===== src/rtl/coeff_sequencer.sv =====
// rtl/coeff_sequencer.sv - coefficient register file with handshaked readout, descending by default
// Optional macro COEFF_ASCEND_EN adds the ascend input for index 0..degree readout order.
module coeff_sequencer #(
  parameter int WIDTH  = 32,
  parameter int NCOEFF = 11,
  parameter int IDXW   = 4
) (
  input  logic             clk,
  input  logic             GlobalReset,
  input  logic             wr_en,
  input  logic [IDXW-1:0]  wr_addr,
  input  logic [WIDTH-1:0] wr_data,
  input  logic             start,
  input  logic [IDXW-1:0]  degree,
`ifdef COEFF_ASCEND_EN
  input  logic             ascend,
`endif
  input  logic             ready,
  output logic [WIDTH-1:0] coeff,
  output logic [IDXW-1:0]  coeff_idx,
  output logic             coeff_valid,
  output logic             coeff_last,
  output logic             busy,
  output logic             done,
  output logic             wr_drop
);

  typedef enum logic [1:0] {S_IDLE, S_RUN, S_DONE} state_t;

  // One extra bit so NCOEFF == 2^IDXW still compares correctly.
  localparam logic [IDXW:0]   LP_NCOEFF  = (IDXW+1)'(NCOEFF);
  localparam logic [IDXW-1:0] LP_MAX_IDX = IDXW'(NCOEFF - 1);

  state_t           r_state;
  logic [WIDTH-1:0] r_coef [NCOEFF];
  logic             r_asc;
  logic [IDXW-1:0]  r_deg;

  logic             w_start_asc;
  logic             w_wr_ok;
  logic             w_first_last;
  logic             w_next_last;
  logic [IDXW-1:0]  w_deg;
  logic [IDXW-1:0]  w_first;
  logic [IDXW-1:0]  w_next;

  always_comb begin
`ifdef COEFF_ASCEND_EN
    w_start_asc = ascend;
`else
    w_start_asc = 1'b0;
`endif
    w_deg        = ({1'b0, degree} >= LP_NCOEFF) ? LP_MAX_IDX : degree;
    w_first      = w_start_asc ? '0 : w_deg;
    w_first_last = (w_deg == '0);
    w_next       = r_asc ? (coeff_idx + IDXW'(1)) : (coeff_idx - IDXW'(1));
    w_next_last  = r_asc ? (w_next == r_deg) : (w_next == '0);
    w_wr_ok      = (r_state == S_IDLE) && ({1'b0, wr_addr} < LP_NCOEFF);
  end

  always_ff @(posedge clk or posedge GlobalReset) begin
    if (GlobalReset) begin
      r_state     <= S_IDLE;
      for (int k = 0; k < NCOEFF; k++) r_coef[k] <= '0;
      r_asc       <= 1'b0;
      r_deg       <= '0;
      coeff       <= '0;
      coeff_idx   <= '0;
      coeff_valid <= 1'b0;
      coeff_last  <= 1'b0;
      busy        <= 1'b0;
      done        <= 1'b0;
      wr_drop     <= 1'b0;
    end else begin
      done    <= 1'b0;
      wr_drop <= 1'b0;
      if (wr_en) begin
        if (w_wr_ok) r_coef[wr_addr] <= wr_data;
        else         wr_drop <= 1'b1;
      end
      case (r_state)
        S_IDLE: begin
          // The first beat reads the array before this edge's write lands.
          if (start) begin
            r_state     <= S_RUN;
            r_asc       <= w_start_asc;
            r_deg       <= w_deg;
            coeff       <= r_coef[w_first];
            coeff_idx   <= w_first;
            coeff_valid <= 1'b1;
            coeff_last  <= w_first_last;
            busy        <= 1'b1;
          end
        end
        S_RUN: begin
          if (ready) begin
            if (coeff_last) begin
              r_state     <= S_DONE;
              coeff_valid <= 1'b0;
              coeff_last  <= 1'b0;
              busy        <= 1'b0;
              done        <= 1'b1;
            end else begin
              coeff      <= r_coef[w_next];
              coeff_idx  <= w_next;
              coeff_last <= w_next_last;
            end
          end
        end
        S_DONE:  r_state <= S_IDLE;
        default: r_state <= S_IDLE;
      endcase
    end
  end

endmodule


===== config.mk =====
export PLATFORM = sky130hd
export DESIGN_NAME = coeff_sequencer
export DESIGN_NICKNAME = d
export VERILOG_FILES = /design/src/rtl/coeff_sequencer.sv
export SDC_FILE = /design/constraint.sdc
export NUM_CORES = 1
export LEC_CHECK = 0
export ABC_AREA = 1
export CELL_PAD_IN_SITES_DETAIL_PLACEMENT = 0
export CELL_PAD_IN_SITES_GLOBAL_PLACEMENT = 1
export CORE_UTILIZATION = 49
export CTS_BUF_LIST = sky130_fd_sc_hd__clkbuf_16
export DETAILED_ROUTE_END_ITERATION = 16
export GPL_TIMING_DRIVEN = 0
export PLACE_DENSITY = 0.89
export SKIP_LAST_GASP = 1
export SYNTH_ARGS = -nofsm -noshare
export SYNTH_HDL_FRONTEND = slang
export SYNTH_SLANG_ARGS = --single-unit

===== constraint.sdc =====
create_clock -name clk -period 20.9 [get_ports clk]
set_clock_uncertainty 0.05 [all_clocks]
set_input_delay 3.135 -clock clk [delete_from_list [all_inputs] [get_ports clk]]
set_output_delay 3.135 -clock clk [all_outputs]
set_load 0.02 [all_outputs]

==> flow_metrics.tcl <==
set metrics [dict create \
    cts_hold_repair.buffers 0 \
    layout_commonest_cell "sky130_fd_sc_hd__nand2_1" \
    postRouteAntennaNets 0 \
    num-nets-final 3358 \
    power.density_cell_area_nw_per_um2 152 \
    number_of_antenna_violations_at_the_first_check_in_global_routing 4 \
    post_drt_wl_per_cell_um 26.6 \
    finalWeightedCongestion 1.02 \
    worstSkewPairLatency_ns 0.60 \
    maxClockFrequency_mhz 178 \
    synth_area_per_cell_um2 6.98 \
    clkSinkCount 394 \
    most_used_cells_in_the_layout_excluding_fill_and_tap_cells "sky130_fd_sc_hd__nand2_1, sky130_fd_sc_hd__o21ai_0, sky130_fd_sc_hd__dfrtp_1" \
    final_layout_size_suffix_gt1_share_pct 6.34 \
    synth_top_cells_by_area "sky130_fd_sc_hd__dfrtp_1, sky130_fd_sc_hd__nand2_1, sky130_fd_sc_hd__o21ai_0, sky130_fd_sc_hd__nand3_1, sky130_fd_sc_hd__inv_1" \
    boundaryPins 86 \
    rsz0062_at_grt "no" \
    synth.top_cell.area_share_pct 44.4 \
    vias 24600 \
    cts_setup_buffers 0 \
    clock_tree.htree_level_count 2 \
    groute.layer.met3.usage_pct 13.4 \
    grt_busiest_layer "met2" \
    die_area_um2 46100 \
    finish.utilization_pct 57.2 \
    final_min_period_over_clock_period_pct 26.8 \
    grt_pass1_vias 23400 \
    cts_tree "done" \
    outcome "finished, final reports clean" \
    ctsRootBufferMaster "sky130_fd_sc_hd__clkbuf_16" \
    synthesis.area_um2 22200 \
    cts-root-to-sink-buffers 3 \
    data_required_critical_path_ns 21.32 \
    maximum_number_of_pins_on_one_net_before_global_route_repair 124 \
    chipWidth_um 215 \
    row_count 77 \
    initial_core_util_pct 49.9 \
    area.growth.synth_to_final_pct 14.5 \
    worst_slew_margin_rel_pct 18.0 \
    total_iterations_of_the_first_detailed_routing_run 6 \
    finalSetupViolCount 0 \
    synthCells 3178 \
    timing_hold_violations_final 0 \
    finalInstanceArea_um2 25400 \
    cts.clk_slew.worst_paths_ns 0.06 \
    p_leak_nw 12.1 \
    io_buffers 83 \
    worst_pin_slew_ns 1.23 \
    viasPerCell 6.24 \
    worstSetupPathType "in2reg" \
    place.detailed.hpwl_um 70900 \
    global_route.usage.met2_pct 64.9 \
    synth_cell_type_count 31 \
    coreArea_um2 44400 \
    globalRouteTotalUtil_pct 45.2 \
    die_y_extent_um 215 \
    worstHoldPathType "reg2reg" \
    grt_pass1_wl_um 153000 \
    routed_wl_um 105000 \
    total_power_mw 3.85 \
    synthesis.yosys.warnings 0 \
    setup_ws_ns 15.30 \
    max_cap_violations 0 \
    synth.ff_latch_count 394 \
    grt-ovfl-total 0 \
    crit_path_end_kind "flip-flop" \
    grtUsageMet1_pct 59.1 \
    dpl_worst_slack_ns 14.97 \
    yosysTopAreaCell "sky130_fd_sc_hd__dfrtp_1" \
    top_fanout_value_on_the_critical_path 10 \
    min_period_ns 5.60 \
    irDropWorstVdd_uv 74.9 \
    drtIter0Drc 3990 \
    drt_drc_violations_left 0 \
    fillerInstances 4337 \
    placedInstanceArea_um2 23800 \
    syn-num-nets 3225 \
    share_of_the_yosys_chip_area_belonging_to_registers_pct 44.4 \
    cts-buffers-inserted 45 \
    drv_slew 0 \
    crit_path_arrival_time_ns 6.03 \
    final.setup.tns_ns 0 \
    setup.worst_path.start_class "input pin" \
    post_cts_resize_count 0 \
]
## critical path, cell delays in order
cell and delay, ns:
sky130_fd_sc_hd__clkdlybuf4s50_1 0.59, sky130_fd_sc_hd__inv_1 0.09, sky130_fd_sc_hd__nand2_1 0.09, sky130_fd_sc_hd__nand2_2 0.14
sky130_fd_sc_hd__nand2_1 0.28, sky130_fd_sc_hd__clkbuf_1 0.90, sky130_fd_sc_hd__nand2_1 0.19, sky130_fd_sc_hd__nand4_1 0.15
sky130_fd_sc_hd__nand2_1 0.08, sky130_fd_sc_hd__inv_1 0.09, sky130_fd_sc_hd__nand3_1 0.06, sky130_fd_sc_hd__nand2_1 0.15
sky130_fd_sc_hd__nand2_1 0.07
## stage by stage
| step | hold slack, ns | instances |
|---|---|---|
| after global routing | 0.444 | 3938 |
| after CTS | 0.430 | 3937 |
| after global placement | 0.411 | 3853 |
| after detailed placement | 0.414 | 3856 |
| after floorplan | 0.403 | 3178 |
| final | 0.424 | 3940 |
## synthesized netlist by cell type (all sizes together)
cell / n
nand2: 1076
nor4: 1
o22ai: 1
o21bai: 1
o31ai: 1
a21oi: 67
dfrtp: 394
a31oi: 1
clkinv: 1
o211ai: 94
nor2: 199
nand4: 61
ha: 2
inv: 224
o21ai: 451
or2: 59
buf: 91
xnor2: 1
nand3: 279
a21boi: 2
clkbuf: 171
xor2: 1
## cell type report
cell class                 count  area, um2  share of cell area (%)
timing repair buffer          86        913                    3.60
buffer                       262       1070                    4.21
multi-input combinational   2297      10400                    41.0
antenna                        3       7.51                  0.0296
tap                          592        741                    2.92
inverter                     225        852                    3.36
clock buffer                  46       1150                    4.53
sequential                   394       9860                    38.8
clock inverter                35        393                    1.55
## report_power, final
part	total (mW)	switching, mW	leakage (nW)	internal (mW)
logic	1.84	1.31	6.09	0.529
clock network	0.854	0.345	0.793	0.509
registers	1.16	0.165	5.27	0.994
## sequential cells by signal, indices dropped and copies added (netlist names)
register,cells
r_coef,352
coeff,32
coeff_idx,4
r_state,2
busy,1
coeff_last,1
done,1
wr_drop,1
## cells by family after synthesis
logic type                 share of synthesized area [%]
adders and majority gates                          0.113
xor gates and xnor gates                          0.0790
buffers and inverters                               8.63
and+or+nand+nor                                     31.7
DFF                                                 44.4
AOI/OAI and AO/OA                                   15.1
## per-layer routing
layer,vias to the layer above,wire length [um]
met1,11700,39600
met3,471,14300
met2,1918,43200
li1,10500,-
met4,2,7760
met5,-,15
## final timing paths
check	to	cells after the start	start	slack [ns]
worst max-delay path	coeff[31]	13	degree[2]	15.30
worst min-delay path	coeff[3]	2	coeff[3]	0.42
worst max register to register	coeff[17]	12	coeff_idx[0]	16.20
max in group asynchronous	r_coef[114]	3	GlobalReset	16.79
min in group asynchronous	r_coef[37]	2	GlobalReset	2.93
worst min register to register	coeff[3]	2	coeff[3]	0.42
Note: power is estimated with default switching activity, not from simulation.
